**config.mk**
```make
export PLATFORM = sky130hd
export DESIGN_NAME = pipe_skid_latch
export DESIGN_NICKNAME = d
export VERILOG_FILES = /design/src/rtl/pipe_pkg.sv /design/src/rtl/sat_counter.sv /design/src/rtl/pipe_skid_latch.sv
export SDC_FILE = /design/constraint.sdc
export NUM_CORES = 1
export LEC_CHECK = 0
export ABC_AREA = 1
export BUFFER_PORTS_ARGS = -buffer_cell sky130_fd_sc_hd__buf_2
export CAP_MARGIN = 15
export CORE_MARGIN = 2
export CORE_UTILIZATION = 59
export DETAILED_ROUTE_END_ITERATION = 8
export PLACE_DENSITY = 0.85
export RECOVER_POWER = 25
export SLEW_MARGIN = 40
export SYNTH_ARGS = -nofsm -noshare
export SYNTH_HDL_FRONTEND = slang
export SYNTH_SLANG_ARGS = --single-unit
```
**constraint.sdc**
```tcl
create_clock -name CLK -period 19.4 [get_ports CLK]
set_clock_uncertainty 0.05 [all_clocks]
set_input_delay 0 -clock CLK [delete_from_list [all_inputs] [get_ports CLK]]
set_output_delay 0 -clock CLK [all_outputs]
set_load 0.02 [all_outputs]
```
**src/rtl/pipe_pkg.sv**
```systemverilog
// Shared types for the inter-stage pipeline latch: state encoding, occupancy
// codes and small decode helpers used by the latch and its bench.
package pipe_pkg;

    typedef enum logic [1:0] {
        P_EMPTY = 2'd0,
        P_ONE   = 2'd1,
        P_FULL  = 2'd2,
        P_HALT  = 2'd3
    } pstate_t;

    localparam logic [1:0] OCC_EMPTY = 2'd0;
    localparam logic [1:0] OCC_ONE   = 2'd1;
    localparam logic [1:0] OCC_FULL  = 2'd2;

    // A halted latch reports no held entries even though it never drains.
    function automatic logic [1:0] occ_of(input pstate_t s);
        logic [1:0] occ;
        case (s)
            P_ONE:   occ = OCC_ONE;
            P_FULL:  occ = OCC_FULL;
            default: occ = OCC_EMPTY;
        endcase
        return occ;
    endfunction

    function automatic logic can_accept(input pstate_t s);
        return (s == P_EMPTY) || (s == P_ONE);
    endfunction

    function automatic logic has_head(input pstate_t s);
        return (s == P_ONE) || (s == P_FULL);
    endfunction

endpackage

```
**src/rtl/sat_counter.sv**
```systemverilog
// Event counter that sticks at its all-ones value instead of wrapping.
module sat_counter #(
    parameter int CNT_W = 16
) (
    input  logic             CLK,
    input  logic             RST,
    input  logic             inc,
    output logic [CNT_W-1:0] count
);

    localparam logic [CNT_W-1:0] CNT_MAX = {CNT_W{1'b1}};
    localparam logic [CNT_W-1:0] CNT_ONE = {{(CNT_W-1){1'b0}}, 1'b1};

    logic [CNT_W-1:0] r_count;

    always_ff @(posedge CLK or posedge RST) begin
        if (RST) begin
            r_count <= '0;
        end else if (inc && (r_count != CNT_MAX)) begin
            r_count <= r_count + CNT_ONE;
        end
    end

    assign count = r_count;

endmodule

```
**src/rtl/pipe_skid_latch.sv**
```systemverilog
// Inter-stage pipeline latch: valid/ready payload register with a one-entry
// skid, synchronous flush, sticky halt and stall/flush performance counters.
module pipe_skid_latch
    import pipe_pkg::*;
#(
    parameter int DATA_W = 128,
    parameter int CNT_W  = 16
) (
    input  logic              CLK,
    input  logic              RST,
    input  logic              in_valid,
    output logic              in_ready,
    input  logic [DATA_W-1:0] in_data,
    input  logic              in_halt,
    output logic              out_valid,
    input  logic              out_ready,
    output logic [DATA_W-1:0] out_data,
    output logic              halt,
    input  logic              flush,
    output logic [1:0]        occupancy,
    output logic [CNT_W-1:0]  stall_cnt,
    output logic [CNT_W-1:0]  flush_cnt
);

    pstate_t           r_state;
    logic [DATA_W-1:0] r_main_data;
    logic              r_main_halt;
    logic [DATA_W-1:0] r_skid_data;
    logic              r_skid_halt;
    logic              r_in_ready;
    logic              r_out_valid;

    pstate_t           w_state_next;
    logic              w_push;
    logic              w_pop;
    logic              w_main_load;
    logic              w_main_from_skid;
    logic              w_skid_load;
    logic [DATA_W-1:0] w_main_data_next;
    logic              w_main_halt_next;
    logic              w_stall;

    // Handshake terms come only from flops on our side, so in_ready never
    // depends combinationally on out_ready.
    assign w_push = in_valid & r_in_ready;
    assign w_pop  = r_out_valid & out_ready;

    always_comb begin
        w_state_next     = r_state;
        w_main_load      = 1'b0;
        w_main_from_skid = 1'b0;
        w_skid_load      = 1'b0;

        if (r_state != P_HALT && w_pop && r_main_halt) begin
            // Consuming a halting payload freezes the stage; skid and any
            // same-cycle push are abandoned, and this beats a flush.
            w_state_next = P_HALT;
        end else if (r_state != P_HALT && flush) begin
            w_state_next = P_EMPTY;
        end else begin
            case (r_state)
                P_EMPTY: begin
                    if (w_push) begin
                        w_state_next = P_ONE;
                        w_main_load  = 1'b1;
                    end
                end
                P_ONE: begin
                    if (w_push && w_pop) begin
                        w_main_load = 1'b1;
                    end else if (w_push) begin
                        w_state_next = P_FULL;
                        w_skid_load  = 1'b1;
                    end else if (w_pop) begin
                        w_state_next = P_EMPTY;
                    end
                end
                P_FULL: begin
                    if (w_pop) begin
                        w_state_next     = P_ONE;
                        w_main_load      = 1'b1;
                        w_main_from_skid = 1'b1;
                    end
                end
                default: begin
                    w_state_next = P_HALT;
                end
            endcase
        end
    end

    assign w_main_data_next = w_main_from_skid ? r_skid_data : in_data;
    assign w_main_halt_next = w_main_from_skid ? r_skid_halt : in_halt;

    always_ff @(posedge CLK or posedge RST) begin
        if (RST) begin
            r_state     <= P_EMPTY;
            r_main_data <= '0;
            r_main_halt <= 1'b0;
            r_skid_data <= '0;
            r_skid_halt <= 1'b0;
            r_in_ready  <= 1'b1;
            r_out_valid <= 1'b0;
        end else begin
            r_state     <= w_state_next;
            r_in_ready  <= can_accept(w_state_next);
            r_out_valid <= has_head(w_state_next);
            if (w_main_load) begin
                r_main_data <= w_main_data_next;
                r_main_halt <= w_main_halt_next;
            end
            if (w_skid_load) begin
                r_skid_data <= in_data;
                r_skid_halt <= in_halt;
            end
        end
    end

    assign w_stall = r_out_valid & ~out_ready;

    sat_counter #(
        .CNT_W (CNT_W)
    ) u_stall_cnt (
        .CLK   (CLK),
        .RST   (RST),
        .inc   (w_stall),
        .count (stall_cnt)
    );

    sat_counter #(
        .CNT_W (CNT_W)
    ) u_flush_cnt (
        .CLK   (CLK),
        .RST   (RST),
        .inc   (flush),
        .count (flush_cnt)
    );

    assign in_ready  = r_in_ready;
    assign out_valid = r_out_valid;
    assign out_data  = r_main_data;
    assign halt      = (r_state == P_HALT);
    assign occupancy = occ_of(r_state);

endmodule

```
==> flow_summary.ini, run 1 <==
[run_status]
status = finished, violations left
violations = capacitance limit, slew limit

[route]
wl_per_cell_um = 16.8
drc = 0
first_iter_violations = 1514
drt-vias-per-instance = 5.66
num_vias = 14600
antenna_left = 0
wl_um = 43200
drt_pass1_iterations = 6

[min_path]
min_path_type = primary input to flop

[clock_network]
h-tree-depth = 1
cts.sinks = 294
clk_pin_slew_ns = 0.06
clockBufferDepth = 3
tritoncts = yes
post_cts_resized = 0
cts_root_buf = clkbuf_16
cts_inserted_buffers = 31
insertion_delay_ns = 0.54

[logic_synthesis]
avgSynthCellArea_um2 = 7.53
synth_area_leaders = dfrtp_1 (52%), nand2_1 (28%), nand4_1 (6.3%), nand3_1 (5.2%), buf_2 (2.7%)
yosysWarningCount = 0
synth_top_area_share_pct = 51.9
syn_inst = 1879
yosys_register_bits = 294
syn-num-nets = 2017
synthesis.area_um2 = 14100
yosysSeqAreaShare_pct = 52.0
synth_top_area_cell = dfrtp_1
synth_cell_type_count = 28

[sta]
holdWs_ns = 0.162
slew_headroom_pct = -285
hold_violations = 0
worst_slew_pin_slew_ns = 5.74
layout_setup_ws_ns = 14.73
drv_slew = 131
finalCriticalPeriod_ns = 4.67
timing.final.crit_share_pct = 24.1
max_freq_ghz = 0.214
rsz0062_at_grt = no
setup_viol = 0
setup_tns_ns = 0

[global_route]
grtUsageTotal_pct = 33.8
gr-total-overflow = 0
grt_pass1_wl_um = 70900
first_global_vias = 14100
grt_max_degree = 131
antenna_found_initial = 1

[final_layout]
final_nets = 2366
syn2layout_area_growth_pct = 26.5
layout-drive-gt1-share_pct = 15.0

[floorplan]
coreArea_um2 = 23500
row_count = 56
start_util_pct = 60.2
die_area_um2 = 25200
die_h_um = 159
num_io_pins = 299
die_x_um = 159

[worst_setup_path]
cp_cell_sequence = dlygate4sd3_1 -> buf_2 -> clkinvlp_2 -> clkbuf_1 -> buf_16
cp_max_fo = 130
path_class = primary input to asynchronous set/reset pin
worstPathArrival_ns = 5.31
startpoint_type = primary input
cpMaxStageDelayCell = clkinvlp_2
required_ns = 20.05
end_kind = asynchronous set/reset pin
max_stage_delay_ns = 3.17
reg2reg_slack_ns = 15.61

[placed_design]
dpl_worst_slack_ns = 15.62
port_buffers = 298
globalplace.congestion = 0.825
place_hpwl_um = 24000

[pwr]
finalPower_uw = 2440
max-vdd-ir-drop_mv = 0.107
powerDensity_nw_per_um2 = 137
leakage_uw = 0.00985

[job]
max-cap-violations = 1
## cell usage in the layout, fill, tap and decap left out, types with 2 or more instances in the layout
cell / instances
nand3_1: 145
nand3_4: 2
inv_1: 28
clkbuf_8: 9
nor2_1: 33
clkbuf_16: 31
o21ai_0: 9
clkbuf_1: 50
nand2_4: 2
clkinv_2: 6
buf_2: 256
dlygate4sd3_1: 132
ha_1: 4
buf_6: 3
o211ai_1: 2
nand4_1: 142
nand2_1: 1058
inv_2: 3
nor2_4: 2
or2_2: 2
dfrtp_1: 293
xnor2_1: 13
buf_4: 11
## power by group
group / internal, uW / switching [uW] / leakage, uW / total (uW)
combinational: 256 / 566 / 0.00563 / 822
clock: 340 / 242 / 0.000499 / 582
sequential: 872 / 169 / 0.00372 / 1040
total: 1470 / 977 / 0.00985 / 2440
## synthesized netlist by cell type, drive strengths merged
master	count
a21oi	3
nor2	35
or2	2
clkbuf	43
nand2	1061
o211ai	2
dfstp	1
xor2	1
xnor2	13
nand4	142
dfrtp	293
and2	1
buf	87
o21ai	10
a31oi	1
inv	33
nand3	147
ha	4
## repair_timing
action / CTS / global route
hold buffers: 132 / 0
setup buffers: 0 / 0
endpoints found under the hold margin: 403 / 0
endpoints found under the setup margin: 0 / 0
## kinds of logic after synthesis
family / share of synthesized area (%)
fa+ha+maj: 0.354
xor+xnor: 0.867
buf+inv: 5.22
compound gates: 0.717
flops: 52.0
simple gates: 40.8
## stage by stage
step | utilization, % | cells | instance area (um2)
floorplan | - | 1879 | 14100
global placement | 66.4 | 2381 | 15600
detailed placement | 66.5 | 2381 | 15600
CTS | 76.4 | 2568 | 17900
global route | 76.2 | 2570 | 17900
finish | 76.2 | 2570 | 17900
## area by class of cell
| type | count | area (um2) |
|---|---|---|
| Antenna cell | 1 | 2.50 |
| Clock buffer | 47 | 926 |
| Clock inverter | 8 | 71.3 |
| Fill cell | 1588 | 5580 |
| Inverter | 33 | 128 |
| Multi-Input combinational cell | 1422 | 6100 |
| Sequential cell | 294 | 7360 |
| Tap cell | 319 | 399 |
| Timing Repair Buffer | 446 | 2910 |
## registers in the layout, summed over array words and instances (netlist names)
register	flops
out_valid	1
r_state	2
r_skid_data	128
u_flush_cnt.count	16
r_main_halt	1
out_data	128
r_skid_halt	1
u_stall_cnt.count	16
in_ready	1
## worst max-delay path: cells and delay by family
kind / cells / cell delay (ns)
buffers and inverters: 5 / 5.16
## routing by layer
metal	vias to the layer above	wire, um	track usage, %
li1	6700	-	-
met1	6838	16700	44.3
met2	853	20400	54.2
met3	168	3880	6.56
met4	0	2230	16.7
met5	-	0	0
## path summary, 6_finish.rpt
| path | start | depth (start not counted) | endpoint |
|---|---|---|---|
| worst min-delay path | in_valid | 5 | r_state[0] |
| min in group asynchronous | RST | 3 | out_data[113] |
| worst min register to register | r_skid_data[73] | 2 | r_skid_data[73] |
| worst max register to register | out_valid | 8 | out_data[25] |
| max in group CLK | out_valid | 8 | out_data[25] |
| worst max-delay path | RST | 5 | u_stall_cnt.count[7] |
(Power assumes the default switching activity.)
==> run 2, diff against run 1 <==
ABC_AREA = 0   (was 1)
CORE_UTILIZATION = 49   (was 59)
PLACE_DENSITY = 0.77   (was 0.85)
clock period = 4.2 ns   (was 19.4 ns; I/O delays follow)
==> run 2 against run 1 <==
  * Cell area is 8.4% lower
  * Global-route usage down 12 points
  * Clock-buffer cell count decreased by 1
  * Routed wire length is 30% lower
  * Critical path depth up 1
  * Non-clock buffer count is 3 lower
  * The flow now finishes without violations
  * Sequential share of layout area up 3.8 points
  * Setup slack worse by 13 ns
  * Highest routed layer unchanged
  * Critical endpoint is now out_data[48]
==> flow_summary.ini, run 2 <==
[run_status]
status = complete, no violations

[sta]
finalCriticalPeriod_ns = 2.31
setup_viol = 0
drv_slew = 0
rsz0062_at_grt = no
hold_violations = 0
setup_tns_ns = 0
slew_headroom_pct = 12.3
worst_slew_pin_slew_ns = 1.31
timing.final.crit_share_pct = 55.0
max_freq_ghz = 0.433

[final_layout]
layout_common_cells = dfrtp_1 (293), buf_2 (171), nor2_1 (142)
final_core_util_pct = 65.2
fill_cells = 1891
final_common_cell = dfrtp_1
layout-drive-gt1-share_pct = 22.4
n_antenna_cell = 0
final_nets = 1559
syn2layout_area_growth_pct = 31.1
stdcell_count = 1770

[logic_synthesis]
ys_top_cells_by_count = dfrtp_1 (293), nor2_1 (143), a21oi_1 (130)
syn-num-nets = 1142
synth_area_leaders = dfrtp_1 (59%), mux2i_1 (10%), mux2_2 (7.8%), a21oi_1 (5.2%), nor2_1 (4.3%)
synth_edf_count = 0
synth_top_area_share_pct = 58.7
synth_cell_type_count = 41
yosys_register_bits = 294
yosysSeqAreaShare_pct = 58.9
avgSynthCellArea_um2 = 12.4
synth_top_area_cell = dfrtp_1
async_flop_share_pct = 100
synthesis.area_um2 = 12500
post-synth-top-count-cell = dfrtp_1
syn_inst = 1004
synthFlopType = dfrtp_1
yosysWarningCount = 0

[global_route]
first_global_vias = 9711
gr-total-overflow = 0
grt_max_degree = 146
antenna_found_initial = 0
grt_pass1_wl_um = 48200
grtUsageTotal_pct = 22.1

[placed_design]
placed_cells = 1584
port_buffers = 298
globalplace.congestion = 0.878
place_hpwl_um = 18000

[min_path]
min_path_type = primary input to flop
hold_depth = 3

[clock_network]
cts_inserted_buffers = 31
post_cts_resized = 0
tritoncts = yes
clockBufferDepth = 3
postCtsSetupBuffers = 0
cts.sinks = 294
cts_root_buf = clkbuf_16
hold_buffers = 133
h-tree-depth = 1
clk_pin_slew_ns = 0.06
insertion_delay_ns = 0.55

[route]
antenna_left = 0
drc = 0
wl_per_cell_um = 17.2
num_vias = 9314
first_iter_violations = 623
wl_um = 30400
drt-vias-per-instance = 5.26
drt_pass1_iterations = 5

[worst_setup_path]
required_ns = 4.53
startpoint_type = flop
worstPathArrival_ns = 2.64
startpoint = r_state[0]
end_kind = flop
rr_endpoint = out_data[48]
reg2reg_slack_ns = 1.89
cp_max_fo = 27
path_class = flop to flop
reg2regPathDepth = 6
rr_startpoint = r_state[0]
endpoint = out_data[48]

[floorplan]
coreArea_um2 = 25100
row_count = 58
die_area_um2 = 26800
start_util_pct = 49.8
die_h_um = 164
die_x_um = 164
num_io_pins = 299

[pwr]
max-vdd-ir-drop_mv = 0.505
leakage_uw = 0.00808
powerDensity_nw_per_um2 = 684

[job]
max-cap-violations = 0
==> run 2: cell types whose count changed after synthesis, moves of 34 or more <==
cell      before  now
mux2i_1        0  129
nand4_1      142    8
nand2_1     1059   12
nor2_1        34  143
mux2_1         0   46
mux2_2         0   86
buf_2         77   37
a21oi_1        2  130
clkbuf_1      42    8
nand3_1      146   15
==> run 2: final cells by class <==
| cell class | instances | area [um2] | area share [%] |
|---|---|---|---|
| flip-flops and latches | 294 | 7360 | 44.9 |
| multi-input cells | 645 | 4760 | 29.1 |
| repair buffers | 443 | 2870 | 17.5 |
| clock buffers | 46 | 892 | 5.45 |
| well taps | 330 | 413 | 2.52 |
| clock inverters | 6 | 62.6 | 0.382 |
| inverters | 6 | 23.8 | 0.145 |
==> run 2: worst min path at each step <==
stage,startpoint,end,slack [ns]
6_report,in_data[10],r_skid_data[10],0.17
3_3_place_gp,RST,u_stall_cnt.count[3],0.07
4_1_cts,RST,u_flush_cnt.count[14],0.03
5_1_grt,in_data[10],r_skid_data[10],0.15
3_5_place_dp,RST,u_stall_cnt.count[3],0.07
2_1_floorplan,in_data[10],r_skid_data[10],0.08
==> run 2: worst max-delay path, stage by stage (launching register included) <==
cell,delay [ns]
dfrtp_1,0.43
nand2b_1,0.21
or4_4,0.51
buf_12,0.21
buf_4,0.29
mux2i_1,0.28
a21oi_1,0.13
==> run 2: cell families after synthesis <==
group / count (synthesis) / share of synthesized area (%)
compound gates: 145 / 6.21
buf+inv: 65 / 3.13
flops: 294 / 58.9
mux: 261 / 22.2
xor+xnor: 25 / 1.75
fa+ha+maj: 4 / 0.401
simple gates: 210 / 7.37
==> run 2: metrics by stage <==
stage	total power, uW	hold slack (ns)	worst slack, ns	area, um2
global placement	8440	0.0652	1.80	14200
CTS	11400	0.0297	1.89	16500
finish	11200	0.171	1.89	16400
detailed placement	8620	0.0722	1.90	14200
global route	11900	0.155	1.75	16400
floorplan	7310	0.0847	0.248	12500
==> run 2: report_power, final <==
group	switching [uW]	internal [uW]
clock network	1080	1510
logic	2260	1420
registers	773	4150
==> run 2: metal layers <==
metal,share of wire [%],wire (um),global-route usage [%]
met1,40,12100,27.3
met2,49,15000,37.3
met3,7.1,2150,5.84
met5,0,0,0
met4,3.6,1100,8.49
